## config.mk

```make
export PLATFORM = sky130hd
export DESIGN_NAME = cla_seq_arbiter_flat
export DESIGN_NICKNAME = d
export VERILOG_FILES = /design/src/rtl/cla_seq_arbiter_if.sv /design/src/rtl/cla_seq_arbiter.sv /design/src/flat_wrapper.sv
export SDC_FILE = /design/constraint.sdc
export NUM_CORES = 1
export LEC_CHECK = 0
export CAP_MARGIN = 40
export CORE_ASPECT_RATIO = 0.8
export CORE_MARGIN = 4
export CORE_UTILIZATION = 44
export DETAILED_ROUTE_END_ITERATION = 10
export PLACE_DENSITY = 0.81
export SYNTH_ARGS = -nofsm -noshare
export SYNTH_HDL_FRONTEND = slang
export SYNTH_SLANG_ARGS = --single-unit
```

## constraint.sdc

```tcl
create_clock -name clk -period 4.11 [get_ports clk]
set_input_delay 0.822 -clock clk [delete_from_list [all_inputs] [get_ports clk]]
set_output_delay 0.822 -clock clk [all_outputs]
set_load 0.005 [all_outputs]
```

## src/rtl/cla_seq_arbiter_if.sv

```systemverilog
// Bundle of request, response and shared-adder signals for cla_seq_arbiter.
// The arbiter uses the slave modport; requesters, consumer and adder sit on the master side.
`timescale 1ns/1ps
interface cla_seq_arbiter_if #(
  parameter int WIDTH = 32,
  parameter int CHUNK = 16
);
  logic             req0_valid;
  logic             req0_ready;
  logic [WIDTH-1:0] req0_a;
  logic [WIDTH-1:0] req0_b;
  logic             req0_cin;
  logic             req1_valid;
  logic             req1_ready;
  logic [WIDTH-1:0] req1_a;
  logic [WIDTH-1:0] req1_b;
  logic             req1_cin;
  logic             rsp_valid;
  logic             rsp_ready;
  logic [WIDTH-1:0] rsp_sum;
  logic             rsp_cout;
  logic             rsp_id;
  logic [CHUNK-1:0] add_a;
  logic [CHUNK-1:0] add_b;
  logic             add_cin;
  logic [CHUNK-1:0] add_sum;
  logic             add_cout;

  modport slave (
    input  req0_valid, req0_a, req0_b, req0_cin,
    input  req1_valid, req1_a, req1_b, req1_cin,
    input  rsp_ready, add_sum, add_cout,
    output req0_ready, req1_ready,
    output rsp_valid, rsp_sum, rsp_cout, rsp_id,
    output add_a, add_b, add_cin
  );

  modport master (
    output req0_valid, req0_a, req0_b, req0_cin,
    output req1_valid, req1_a, req1_b, req1_cin,
    output rsp_ready, add_sum, add_cout,
    input  req0_ready, req1_ready,
    input  rsp_valid, rsp_sum, rsp_cout, rsp_id,
    input  add_a, add_b, add_cin
  );
endinterface

```

## src/rtl/cla_seq_arbiter.sv

```systemverilog
// Round-robin arbiter time-sharing one external CHUNK-bit CLA adder between two requesters;
// a WIDTH-bit add runs as WIDTH/CHUNK sequential chunk adds chained through a registered carry.
`timescale 1ns/1ps
module cla_seq_arbiter #(
  parameter int WIDTH = 32,
  parameter int CHUNK = 16
) (
  input  logic               clk,
  input  logic               rst_n,
  cla_seq_arbiter_if.slave   bus
);
  localparam int NCHUNK = WIDTH / CHUNK;
  localparam int IDX_W  = (NCHUNK > 1) ? $clog2(NCHUNK) : 1;
  localparam logic [IDX_W-1:0] LAST_IDX = IDX_W'(NCHUNK - 1);

  if ((WIDTH % CHUNK) != 0 || WIDTH < CHUNK) begin : g_bad_width
    $error("cla_seq_arbiter: WIDTH must be a positive multiple of CHUNK");
  end

  typedef enum logic [1:0] {IDLE = 2'd0, RUN = 2'd1, DONE = 2'd2} state_t;

  state_t           r_state;
  logic [IDX_W-1:0] r_idx;
  logic             r_carry;
  logic [WIDTH-1:0] r_sum;
  logic             r_last_grant;
  logic             r_rsp_valid;
  logic [WIDTH-1:0] r_rsp_sum;
  logic             r_rsp_cout;
  logic             r_rsp_id;
  logic [WIDTH-1:0] r_a;
  logic [WIDTH-1:0] r_b;
  logic             r_cin;
  logic             r_id;

  logic             w_grant_vld;
  logic             w_grant_id;
  logic [CHUNK-1:0] w_chunk_a;
  logic [CHUNK-1:0] w_chunk_b;
  logic [WIDTH-1:0] w_sum_next;

  // Round-robin: a tie goes to the requester not served last.
  always_comb begin
    w_grant_vld = rst_n && (r_state == IDLE) && (bus.req0_valid || bus.req1_valid);
    w_grant_id  = (bus.req0_valid && bus.req1_valid) ? ~r_last_grant : bus.req1_valid;
  end

  always_comb begin
    w_chunk_a  = '0;
    w_chunk_b  = '0;
    w_sum_next = r_sum;
    for (int k = 0; k < NCHUNK; k++) begin
      if (r_idx == IDX_W'(k)) begin
        w_chunk_a                    = r_a[k*CHUNK +: CHUNK];
        w_chunk_b                    = r_b[k*CHUNK +: CHUNK];
        w_sum_next[k*CHUNK +: CHUNK] = bus.add_sum;
      end
    end
  end

  assign bus.req0_ready = w_grant_vld & ~w_grant_id;
  assign bus.req1_ready = w_grant_vld &  w_grant_id;
  assign bus.add_a      = (r_state == RUN) ? w_chunk_a : '0;
  assign bus.add_b      = (r_state == RUN) ? w_chunk_b : '0;
  assign bus.add_cin    = (r_state == RUN) ? ((r_idx == '0) ? r_cin : r_carry) : 1'b0;
  assign bus.rsp_valid  = r_rsp_valid;
  assign bus.rsp_sum    = r_rsp_sum;
  assign bus.rsp_cout   = r_rsp_cout;
  assign bus.rsp_id     = r_rsp_id;

  // Operand capture needs no reset: it is only read after an accept has loaded it.
  always_ff @(posedge clk) begin
    if (w_grant_vld) begin
      r_a   <= w_grant_id ? bus.req1_a   : bus.req0_a;
      r_b   <= w_grant_id ? bus.req1_b   : bus.req0_b;
      r_cin <= w_grant_id ? bus.req1_cin : bus.req0_cin;
      r_id  <= w_grant_id;
    end
  end

  always_ff @(posedge clk or negedge rst_n) begin
    if (!rst_n) begin
      r_state      <= IDLE;
      r_idx        <= '0;
      r_carry      <= 1'b0;
      r_sum        <= '0;
      r_last_grant <= 1'b1;
      r_rsp_valid  <= 1'b0;
      r_rsp_sum    <= '0;
      r_rsp_cout   <= 1'b0;
      r_rsp_id     <= 1'b0;
    end else begin
      case (r_state)
        IDLE: begin
          if (w_grant_vld) begin
            r_last_grant <= w_grant_id;
            r_idx        <= '0;
            r_state      <= RUN;
          end
        end
        RUN: begin
          r_sum   <= w_sum_next;
          r_carry <= bus.add_cout;
          r_idx   <= r_idx + 1'b1;
          // The final chunk's sum and carry go straight into the response registers.
          if (r_idx == LAST_IDX) begin
            r_state     <= DONE;
            r_rsp_valid <= 1'b1;
            r_rsp_sum   <= w_sum_next;
            r_rsp_cout  <= bus.add_cout;
            r_rsp_id    <= r_id;
          end
        end
        DONE: begin
          if (bus.rsp_ready) begin
            r_state     <= IDLE;
            r_rsp_valid <= 1'b0;
          end
        end
        default: r_state <= IDLE;
      endcase
    end
  end
endmodule

```

## src/flat_wrapper.sv

```systemverilog
// flat-port wrapper written by rule: the top's interface ports become plain ports
module cla_seq_arbiter_flat 
#(
  parameter int WIDTH = 32,
  parameter int CHUNK = 16
)
  (clk, rst_n, bus_req0_valid, bus_req0_a, bus_req0_b, bus_req0_cin, bus_req1_valid, bus_req1_a, bus_req1_b, bus_req1_cin, bus_rsp_ready, bus_add_sum, bus_add_cout, bus_req0_ready, bus_req1_ready, bus_rsp_valid, bus_rsp_sum, bus_rsp_cout, bus_rsp_id, bus_add_a, bus_add_b, bus_add_cin);
  cla_seq_arbiter_if #(.WIDTH(WIDTH), .CHUNK(CHUNK)) bus_i ();
  input  logic clk;
  input  logic rst_n;
  input wire logic [$bits(bus_i.req0_valid)-1:0] bus_req0_valid;
  input wire logic [$bits(bus_i.req0_a)-1:0] bus_req0_a;
  input wire logic [$bits(bus_i.req0_b)-1:0] bus_req0_b;
  input wire logic [$bits(bus_i.req0_cin)-1:0] bus_req0_cin;
  input wire logic [$bits(bus_i.req1_valid)-1:0] bus_req1_valid;
  input wire logic [$bits(bus_i.req1_a)-1:0] bus_req1_a;
  input wire logic [$bits(bus_i.req1_b)-1:0] bus_req1_b;
  input wire logic [$bits(bus_i.req1_cin)-1:0] bus_req1_cin;
  input wire logic [$bits(bus_i.rsp_ready)-1:0] bus_rsp_ready;
  input wire logic [$bits(bus_i.add_sum)-1:0] bus_add_sum;
  input wire logic [$bits(bus_i.add_cout)-1:0] bus_add_cout;
  output wire logic [$bits(bus_i.req0_ready)-1:0] bus_req0_ready;
  output wire logic [$bits(bus_i.req1_ready)-1:0] bus_req1_ready;
  output wire logic [$bits(bus_i.rsp_valid)-1:0] bus_rsp_valid;
  output wire logic [$bits(bus_i.rsp_sum)-1:0] bus_rsp_sum;
  output wire logic [$bits(bus_i.rsp_cout)-1:0] bus_rsp_cout;
  output wire logic [$bits(bus_i.rsp_id)-1:0] bus_rsp_id;
  output wire logic [$bits(bus_i.add_a)-1:0] bus_add_a;
  output wire logic [$bits(bus_i.add_b)-1:0] bus_add_b;
  output wire logic [$bits(bus_i.add_cin)-1:0] bus_add_cin;
  assign bus_i.req0_valid = bus_req0_valid;
  assign bus_i.req0_a = bus_req0_a;
  assign bus_i.req0_b = bus_req0_b;
  assign bus_i.req0_cin = bus_req0_cin;
  assign bus_i.req1_valid = bus_req1_valid;
  assign bus_i.req1_a = bus_req1_a;
  assign bus_i.req1_b = bus_req1_b;
  assign bus_i.req1_cin = bus_req1_cin;
  assign bus_i.rsp_ready = bus_rsp_ready;
  assign bus_i.add_sum = bus_add_sum;
  assign bus_i.add_cout = bus_add_cout;
  assign bus_req0_ready = bus_i.req0_ready;
  assign bus_req1_ready = bus_i.req1_ready;
  assign bus_rsp_valid = bus_i.rsp_valid;
  assign bus_rsp_sum = bus_i.rsp_sum;
  assign bus_rsp_cout = bus_i.rsp_cout;
  assign bus_rsp_id = bus_i.rsp_id;
  assign bus_add_a = bus_i.add_a;
  assign bus_add_b = bus_i.add_b;
  assign bus_add_cin = bus_i.add_cin;
  cla_seq_arbiter #(.WIDTH(WIDTH), .CHUNK(CHUNK)) u_core (.clk(clk), .rst_n(rst_n), .bus(bus_i));
endmodule
```

==> results of run 1 <==
[layout by cell type (no fill, tap or decap), types with 2 or more instances in the layout]
| cell type | instances |
|---|---|
| a21oi_1 | 4 |
| clkdlybuf4s50_1 | 220 |
| clkinv_2 | 3 |
| clkinv_4 | 2 |
| mux2_2 | 74 |
| mux2_4 | 42 |
| clkbuf_16 | 19 |
| and2b_1 | 2 |
| o21ai_0 | 2 |
| clkbuf_1 | 2 |
| mux2i_1 | 33 |
| nor2_1 | 34 |
| dfrtp_1 | 54 |
| buf_4 | 5 |
| edfxtp_1 | 66 |
[flip-flops by register name, indices dropped and copies added, names as in the netlist, 2 cells and up]
register	count
u_core.bus.rsp_sum	32
u_core.r_b	32
u_core.r_a	32
u_core.r_state	2
u_core.r_sum	16
[per-layer routing]
| metal | share of wire | routed length (µm) | vias up |
|---|---|---|---|
| li1 | - | - | 1730 |
| met1 | 0.39 | 5355 | 1788 |
| met2 | 0.51 | 6864 | 144 |
| met3 | 0.091 | 1232 | 13 |
| met4 | 0.010 | 138 | 0 |
| met5 | 0 | 0 | - |
[kinds of logic after synthesis]
family	after synthesis	share of synthesized area
AOI/OAI and AO/OA	11	0.01281
buffers and inverters	22	0.03399
muxes	149	0.3166
and+or+nand+nor	45	0.03952
DFF	122	0.5971
[power breakdown]
| part | internal, µW | total (µW) | leakage (µW) | switching, µW |
|---|---|---|---|---|
| clock network | 918 | 1440 | 0.000287 | 520 |
| registers | 1780 | 2060 | 0.00128 | 280 |
| logic | 1420 | 2180 | 0.00183 | 766 |
| total | 4110 | 5680 | 0.00339 | 1570 |
[worst paths after layout]
check	start	endpoint	slack, ns	cells past startpoint
max in group asynchronous	rst_n	u_core.r_idx	2.97	2
setup / recovery	u_core.r_idx	bus_add_a[8]	0.84	4
hold reg to reg	u_core.r_id	u_core.bus.rsp_id	0.48	1
setup reg to reg	u_core.r_idx	u_core.bus.rsp_sum[0]	1.58	3
hold / removal	u_core.r_id	u_core.bus.rsp_id	0.48	1
min in group asynchronous	rst_n	u_core.bus.rsp_sum[16]	0.62	2
[area by class of cell]
type	instances	area, µm²	share of cell area
Multi-Input combinational cell	205	2102	0.2458
Sequential cell	122	3386	0.3959
Clock buffer	22	496.7	0.05808
Timing Repair Buffer	227	2265	0.2648
Tap cell	171	214.0	0.02502
Clock inverter	9	85.08	0.009949
Inverter	1	3.754	0.0004389
[worst max-delay path, delay by kind of cell (launching register included)]
| kind | cells | cell delay [ns] |
|---|---|---|
| buffers and inverters | 2 | 0.83 |
| flip-flops | 1 | 0.94 |
| multiplexers | 1 | 0.21 |
| AND/OR/NAND/NOR | 1 | 0.05 |
[through the flow]
stage	instance area [µm²]	setup WS (ns)
after floorplan	5668	0.9330
after global placement	7950	1.085
after detailed placement	7970	1.046
after CTS	8552	0.7677
after global routing	8552	0.6954
final	8552	0.8402
==> flow_metrics.py, run 1 <==
metrics = {
    "synthesis": {
        "synth_area_leaders": "edfxtp_1 35%, dfrtp_1 24%, mux2_2 15%, mux2_4 11%, mux2i_1 5.8%",
        "synth_common_cells": "74 x mux2_2, 66 x edfxtp_1, 55 x dfrtp_1",
        "synth_ff_type": "edfxtp_1",
        "synth_top_cell_area_share": 0.3497,
        "syn-num-nets": 501,
        "synth_top_area_cell": "edfxtp_1",
        "synth_area_um2": 5668,
        "synth_edf_count": 66,
        "ys_ff_latch": 122,
        "async_flop_share": 0.4590,
        "synthDistinctLibCells": 29,
        "synth_warnings": 0,
        "synth_most_common_cell": "mux2_2",
        "yosysSeqAreaShare": 0.5971,
        "syn_inst": 349,
        "synth.avg_cell_area_um2": 16.24,
    },
    "global_routing": {
        "top_usage_layer": "met2",
        "gr-usage-met1": 0.2135,
        "grt_max_degree": 67,
        "use_met3": 0.07731,
        "grt_pass1_wl_um": 20730,
        "use_met2": 0.3151,
        "grt_pass1_vias": 3978,
        "grt_remaining_overflow": 0,
        "grt_util_all_layers": 0.1847,
        "grt_antenna_before_repair": 0,
    },
    "sta": {
        "hold_violations": 0,
        "setup_viol": 0,
        "skew_ns": 0.01019,
        "finalHoldWorstSlack_ns": 0.4790,
        "finalMaxSlewViolations": 0,
        "period_needed_ns": 3.270,
        "timing.fmax_ghz": 0.3058,
        "tns_ns": 0,
        "rsz0062_at_grt": "no",
        "tightest_slew_ns": 0.8875,
        "period_share": 0.7956,
        "relSlewSlack": 0.4084,
    },
    "floorplanning": {
        "initial_core_util": 0.4576,
        "rows": 36,
        "dieArea_um2": 14770,
        "chipHeight_um": 109.5,
        "coreArea_um2": 12390,
        "io_pins": 222,
        "die_x_um": 134.9,
    },
    "drt": {
        "drtAntennaViolNets": 0,
        "vias_per_cell": 4.855,
        "firstDrtPassIters": 4,
        "drc": 0,
        "drtIter0Drc": 129,
        "wl_per_cell_um": 17.95,
        "vias": 3675,
        "drt_wl_total_um": 13590,
    },
    "layout": {
        "utilization": 0.6904,
        "nNetsFinal": 726,
        "drive_gt1_frac": 0.2713,
        "antennaDiodeCount": 0,
        "syn_to_final_growth_pct": 50.88,
        "final_cell_count_no_fill": 757,
        "fillers": 819,
    },
    "status": {
        "status": "finished clean",
    },
    "placement": {
        "dp_cells": 726,
        "gp_congestion": 0.7842,
        "dpl.hpwl_um": 9911,
        "portBuffers": 221,
    },
    "power_and_ir_drop": {
        "p_per_area_nw_per_um2": 663.9,
        "p_leak_uw": 0.003390,
        "p_total_uw": 5678,
        "vdd_drop_max_mv": 0.3205,
    },
    "clock_tree": {
        "cts_buffers": 17,
        "htree_levels": 4,
        "cts_tree": "done",
        "root_buffer": "clkbuf_16",
        "postCtsHoldBufs": 0,
        "insertion_delay_ns": 0.40,
        "ctsResizeCount": 0,
        "post_cts_buffers": 0,
        "cts.sinks": 122,
        "clk_pin_slew_ns": 0.05,
        "cts_buffer_depth": 2,
    },
    "setup_path": {
        "slowest_stage": "dfrtp_2",
        "required_ns": 3.29,
        "cp_max_fo": 32,
        "critPathMaxStageDelay_ns": 0.94,
        "critPathKind": "flip-flop to output pin",
        "cp-start-kind": "flip-flop",
        "cp.arrival_ns": 2.45,
        "path_cells": "buf_4 -> mux2i_1 -> nor2_1 -> clkdlybuf4s50_1",
        "endpoint_kind": "output pin",
    },
    "hold_path": {
        "hp-class": "flip-flop to flip-flop",
    },
    "job": {
        "maxCapViolCount": 0,
    },
}
(Power assumes the default switching activity.)
==> inputs of run 2 (changes only) <==
CORE_UTILIZATION = 39   (was 44)
PLACE_DENSITY = 0.76   (was 0.81)
clock period = 2.6 ns   (was 4.11 ns; I/O delays follow)
==> flow_metrics.py, run 2 (same netlist as run 1, synthesis figures left out) <==
metrics = {
    "global_routing": {
        "grt_remaining_overflow": 0,
        "grt_antenna_before_repair": 0,
        "grt_pass1_wl_um": 20310,
        "grt_max_degree": 67,
        "grt_util_all_layers": 0.1581,
        "grt_pass1_vias": 3958,
    },
    "floorplanning": {
        "initial_core_util": 0.3978,
        "chipHeight_um": 115.8,
        "dieArea_um2": 16540,
        "coreArea_um2": 14250,
        "io_pins": 222,
        "rows": 39,
        "die_x_um": 142.8,
    },
    "drt": {
        "drc": 0,
        "vias": 3601,
        "drtIter0Drc": 138,
        "vias_per_cell": 4.658,
        "drtAntennaViolNets": 0,
        "wl_per_cell_um": 16.64,
        "firstDrtPassIters": 4,
        "drt_wl_total_um": 12860,
    },
    "sta": {
        "setup_viol": 0,
        "skew_ns": 0.01361,
        "hold_violations": 0,
        "timing.fmax_ghz": 0.4007,
        "tightest_slew_ns": 0.7075,
        "rsz0062_at_grt": "no",
        "tns_ns": 0,
        "setup_ws_ns": 0.1042,
        "period_share": 0.9599,
        "finalMaxSlewViolations": 0,
        "relSlewSlack": 0.5283,
        "period_needed_ns": 2.496,
    },
    "layout": {
        "utilization": 0.6075,
        "syn_to_final_growth_pct": 52.72,
        "final_cell_count_no_fill": 773,
        "final_cell_mix": "219 x clkdlybuf4s50_1, 74 x mux2_2, 66 x edfxtp_1, 52 x dfrtp_1, 42 x mux2_4",
        "layout_commonest_cell": "clkdlybuf4s50_1",
        "drive_gt1_frac": 0.2818,
        "nNetsFinal": 728,
        "antennaDiodeCount": 0,
    },
    "clock_tree": {
        "insertion_delay_ns": 0.40,
        "cts_buffer_depth": 2,
        "cts.sinks": 122,
        "cts_buffers": 17,
        "htree_levels": 4,
        "root_buffer": "clkbuf_16",
        "post_cts_buffers": 0,
        "cts_tree": "done",
        "clk_pin_slew_ns": 0.06,
    },
    "setup_path": {
        "endpoint_kind": "output pin",
        "cp_common_cell": "clkdlybuf4s50_1",
        "cp.arrival_ns": 1.98,
        "path_cells": "clkdlybuf4s50_1 -> a21boi_4 -> and2_1 -> clkdlybuf4s50_1",
        "cp-start-kind": "primary input",
        "required_ns": 2.08,
        "critPathKind": "primary input to output pin",
        "slowest_stage": "clkdlybuf4s50_1",
        "critPathTopFamily": "buffers and inverters",
        "critPathMaxStageDelay_ns": 0.57,
        "cp_max_fo": 6,
        "worstPathBufferInverterCount": 2,
    },
    "power_and_ir_drop": {
        "vdd_drop_max_mv": 0.6734,
        "p_per_area_nw_per_um2": 1048,
        "p_leak_uw": 0.003439,
    },
    "placement": {
        "portBuffers": 221,
        "dpl.hpwl_um": 9305,
        "gp_congestion": 0.7713,
        "dp_cells": 741,
        "post-place-ws_ns": 0.1171,
    },
    "status": {
        "status": "finished clean",
    },
    "hold_path": {
        "hp-class": "primary input to async pin",
    },
    "job": {
        "maxCapViolCount": 0,
    },
}
-- run 2: worst paths after layout --
kind,cells after the start,slack [ns],endpoint,startpoint
max,4,0.10,bus_req1_ready,bus_req1_valid
min,2,0.27,u_core.r_idx,rst_n
max reg2reg,4,0.87,u_core.bus.rsp_sum[16],u_core.r_idx
min reg2reg,1,0.48,u_core.bus.rsp_id,u_core.r_id
max in group asynchronous,2,1.83,u_core.r_state[1],rst_n
min in group clk,1,0.48,u_core.bus.rsp_id,u_core.r_id
-- run 2: per-layer routing --
layer  routed length [µm]  track usage  vias to the layer above
met3                 1149      0.06188                        7
li1                     -            -                     1747
met4                   91      0.03800                        0
met1                 5391       0.2028                     1702
met2                 6227       0.2550                      145
met5                    0            0                        -
-- run 2: power by group --
| group | switching, µW | internal, µW | leakage (µW) | total [µW] |
|---|---|---|---|---|
| clock | 862 | 1500 | 0.000299 | 2360 |
| sequential | 349 | 2810 | 0.00127 | 3160 |
| combinational | 1280 | 2270 | 0.00187 | 3550 |
-- run 2: timing repair --
action / 4_1_cts / 5_1_grt
gates resized for setup: 0 / 4
endpoints found under the setup margin: 0 / 4
hold buffers: 0 / 0
-- run 2: layout make-up --
| cell class | instances | area (µm²) |
|---|---|---|
| fill | 1096 | 5593 |
| sequential | 122 | 3388 |
| timing repair buffer | 229 | 2320 |
| multi-input combinational | 205 | 2107 |
| clock buffer | 22 | 506.7 |
| tap | 184 | 230.2 |
| clock inverter | 10 | 100.1 |
| inverter | 1 | 3.754 |
-- run 2: per-stage QoR --
stage	instance area, µm²	power, µW	hold WS [ns]
final	8656	9073	0.2654
after global routing	8656	9600	0.3384
after CTS	8646	9220	0.2928
after detailed placement	8039	6814	0.4784
after global placement	8039	6711	0.4660
after floorplan	5669	5175	0.2244
-- run 2: worst register-to-register path, delay by kind of cell, from the launching register on --
kind	cells	cell delay (ns)
simple gates	1	0.37
mux	1	0.31
buf+inv	2	0.56
flops	1	0.37
==> inputs of run 3 (changes only) <==
CORE_UTILIZATION = 44   (was 39)
DONT_BUFFER_PORTS = 1   (was default)
PLACE_DENSITY = default   (was 0.76)
==> flow_metrics.py, run 3 (same netlist as run 1, synthesis figures left out) <==
metrics = {
    "status": {
        "status": "finished clean",
    },
    "setup_path": {
        "r2r_slack_ns": 0.68,
        "cp_max_fo": 21,
        "cp-start-kind": "flip-flop",
        "required_ns": 2.08,
        "worstSetupStartpoint": "u_core.r_state[1]",
        "rr_endpoint": "u_core.r_b[0]",
        "path_cells": "nand2b_2 -> buf_4 -> nor2_1",
        "crit_cells": 3,
        "worstPathBufferInverterCount": 1,
        "critPathKind": "flip-flop to output pin",
        "reg2reg_from": "u_core.r_state[0]",
        "slowest_stage": "nand2b_2",
        "critPathMaxStageDelay_ns": 0.46,
        "endpoint_kind": "output pin",
        "cp-endpoint": "bus_add_b[3]",
        "cp.arrival_ns": 1.81,
        "reg2reg_depth": 3,
        "critPathTopFamily": "simple AND/OR/NAND/NOR gates",
    },
    "power_and_ir_drop": {
        "p_per_area_nw_per_um2": 1227,
        "p_switching_uw": 2235,
        "p_leak_uw": 0.002566,
        "seq_power_share": 0.410,
        "clock_power_share": 0.304,
        "p_int_uw": 5643,
        "p_comb_frac": 0.286,
        "vdd_drop_max_mv": 0.5230,
        "swShare": 0.2837,
    },
    "sta": {
        "relSlewSlack": 0.6341,
        "tns_ns": 0,
        "skew_ns": 0.008393,
        "period_share": 0.8951,
        "hold_violations": 0,
        "setup_ws_ns": 0.2728,
        "tightest_slew_ns": 0.5488,
        "timing.fmax_ghz": 0.4297,
        "rsz0062_at_grt": "no",
        "setup_viol": 0,
        "finalMaxSlewViolations": 0,
        "period_needed_ns": 2.327,
    },
    "drt": {
        "drtAntennaViolNets": 0,
        "firstDrtPassIters": 4,
        "drtIter0Drc": 121,
        "wl_per_cell_um": 20.40,
        "vias": 2801,
        "drt_wl_total_um": 11000,
        "drc": 0,
        "vias_per_cell": 5.197,
    },
    "global_routing": {
        "grt_remaining_overflow": 0,
        "grt_pass1_vias": 3125,
        "grt_util_all_layers": 0.1493,
        "grt_max_degree": 68,
        "grt_pass1_wl_um": 16620,
        "grt_antenna_before_repair": 0,
    },
    "clock_tree": {
        "htree_levels": 4,
        "cts_buffer_depth": 2,
        "clk_pin_slew_ns": 0.05,
        "ctsResizeCount": 0,
        "post_cts_buffers": 0,
        "root_buffer": "clkbuf_16",
        "cts_tree": "done",
        "insertion_delay_ns": 0.40,
        "cts_buffers": 17,
        "cts.sinks": 122,
        "postCtsHoldBufs": 2,
    },
    "layout": {
        "fin_area_um2": 6422,
        "regArea_um2": 3386,
        "nNetsFinal": 507,
        "antennaDiodeCount": 0,
        "syn_to_final_growth_pct": 13.31,
        "final_cell_count_no_fill": 539,
        "final_cell_mix": "74 x mux2_2, 66 x edfxtp_1, 54 x dfrtp_1, 42 x mux2_4, 34 x nor2_1",
        "drive_gt1_frac": 0.4321,
        "layout_commonest_cell": "mux2_2",
        "fillers": 1006,
        "multi_input_area_um2": 2102,
    },
    "job": {
        "maxCapViolCount": 0,
    },
    "floorplanning": {
        "rows": 36,
        "chipHeight_um": 109.5,
        "initial_core_util": 0.4576,
        "die_x_um": 134.9,
        "coreArea_um2": 12390,
        "io_pins": 222,
        "dieArea_um2": 14770,
    },
    "placement": {
        "portBuffers": 0,
        "placed_area_um2": 5776,
        "gp_congestion": 0.6820,
        "dpl.hpwl_um": 7639,
        "post-place-ws_ns": 0.6561,
        "dp_cells": 505,
    },
    "hold_path": {
        "hp-class": "primary input to flip-flop",
    },
}
[run 3: cell count changes in the layout (fill, tap and decap cells not counted), sizes merged]
cell / delta
bufinv: +3
clkbuf: -3
inv: -6
clkinv: +5
dlygate4sd3: +1
clkinvlp: +1
clkdlybuf4s50: -219
dlymetal6s2s: -1
buf: -2
[run 3: metrics by stage]
step	hold WS (ns)	total power, µW	utilization
final	0.1810	7877	0.5185
after global routing	0.1725	8326	0.5185
after CTS	0.1606	8010	0.5185
after detailed placement	0.2257	5557	0.4663
after global placement	0.2257	5496	0.4663
after floorplan	0.2244	5175	-
[run 3: worst register-to-register path, delay by kind of cell (launching register included)]
family	cells	cell delay (ns)
compound gates	1	0.23
buf+inv	1	0.39
flops	1	0.47
simple gates	1	0.46
[run 3: worst min path at each step]
stage,from,to,slack [ns],cells after the start
floorplan,rst_n,u_core.bus.rsp_cout,0.22,0
global placement,rst_n,u_core.bus.rsp_sum[24],0.23,0
detailed placement,rst_n,u_core.bus.rsp_sum[9],0.23,0
CTS,bus_req0_valid,u_core.r_last_grant,0.16,1
global route,bus_req0_valid,u_core.r_last_grant,0.17,1
finish,bus_req0_valid,u_core.r_last_grant,0.18,1
[run 3: area by class of cell]
cell class | instances | share of cell area
multi-input combinational | 205 | 0.3273
sequential | 122 | 0.5272
clock inverter | 13 | 0.02747
inverter | 1 | 0.0005845
clock buffer | 19 | 0.06741
timing repair buffer | 8 | 0.01675
tap | 171 | 0.03331
[run 3: per-layer routing]
layer | routed length [µm] | vias up | global-route usage | share of wire
met5 | 0 | - | 0 | 0
met4 | 109 | 0 | 0.04578 | 0.0099
met3 | 1136 | 9 | 0.08509 | 0.10
met2 | 5439 | 138 | 0.2427 | 0.49
met1 | 4311 | 1356 | 0.1683 | 0.39
li1 | - | 1298 | - | -
[run 3: power by group through the flow]
stage          sequential (µW)  combinational (µW)  clock (µW)
3_5_place_dp              3270                2290           0
6_report                  3230                2250        2400
4_1_cts                   3240                2320        2450
5_1_grt                   3310                2470        2540
2_1_floorplan             3140                2040           0
3_3_place_gp              3250                2250           0
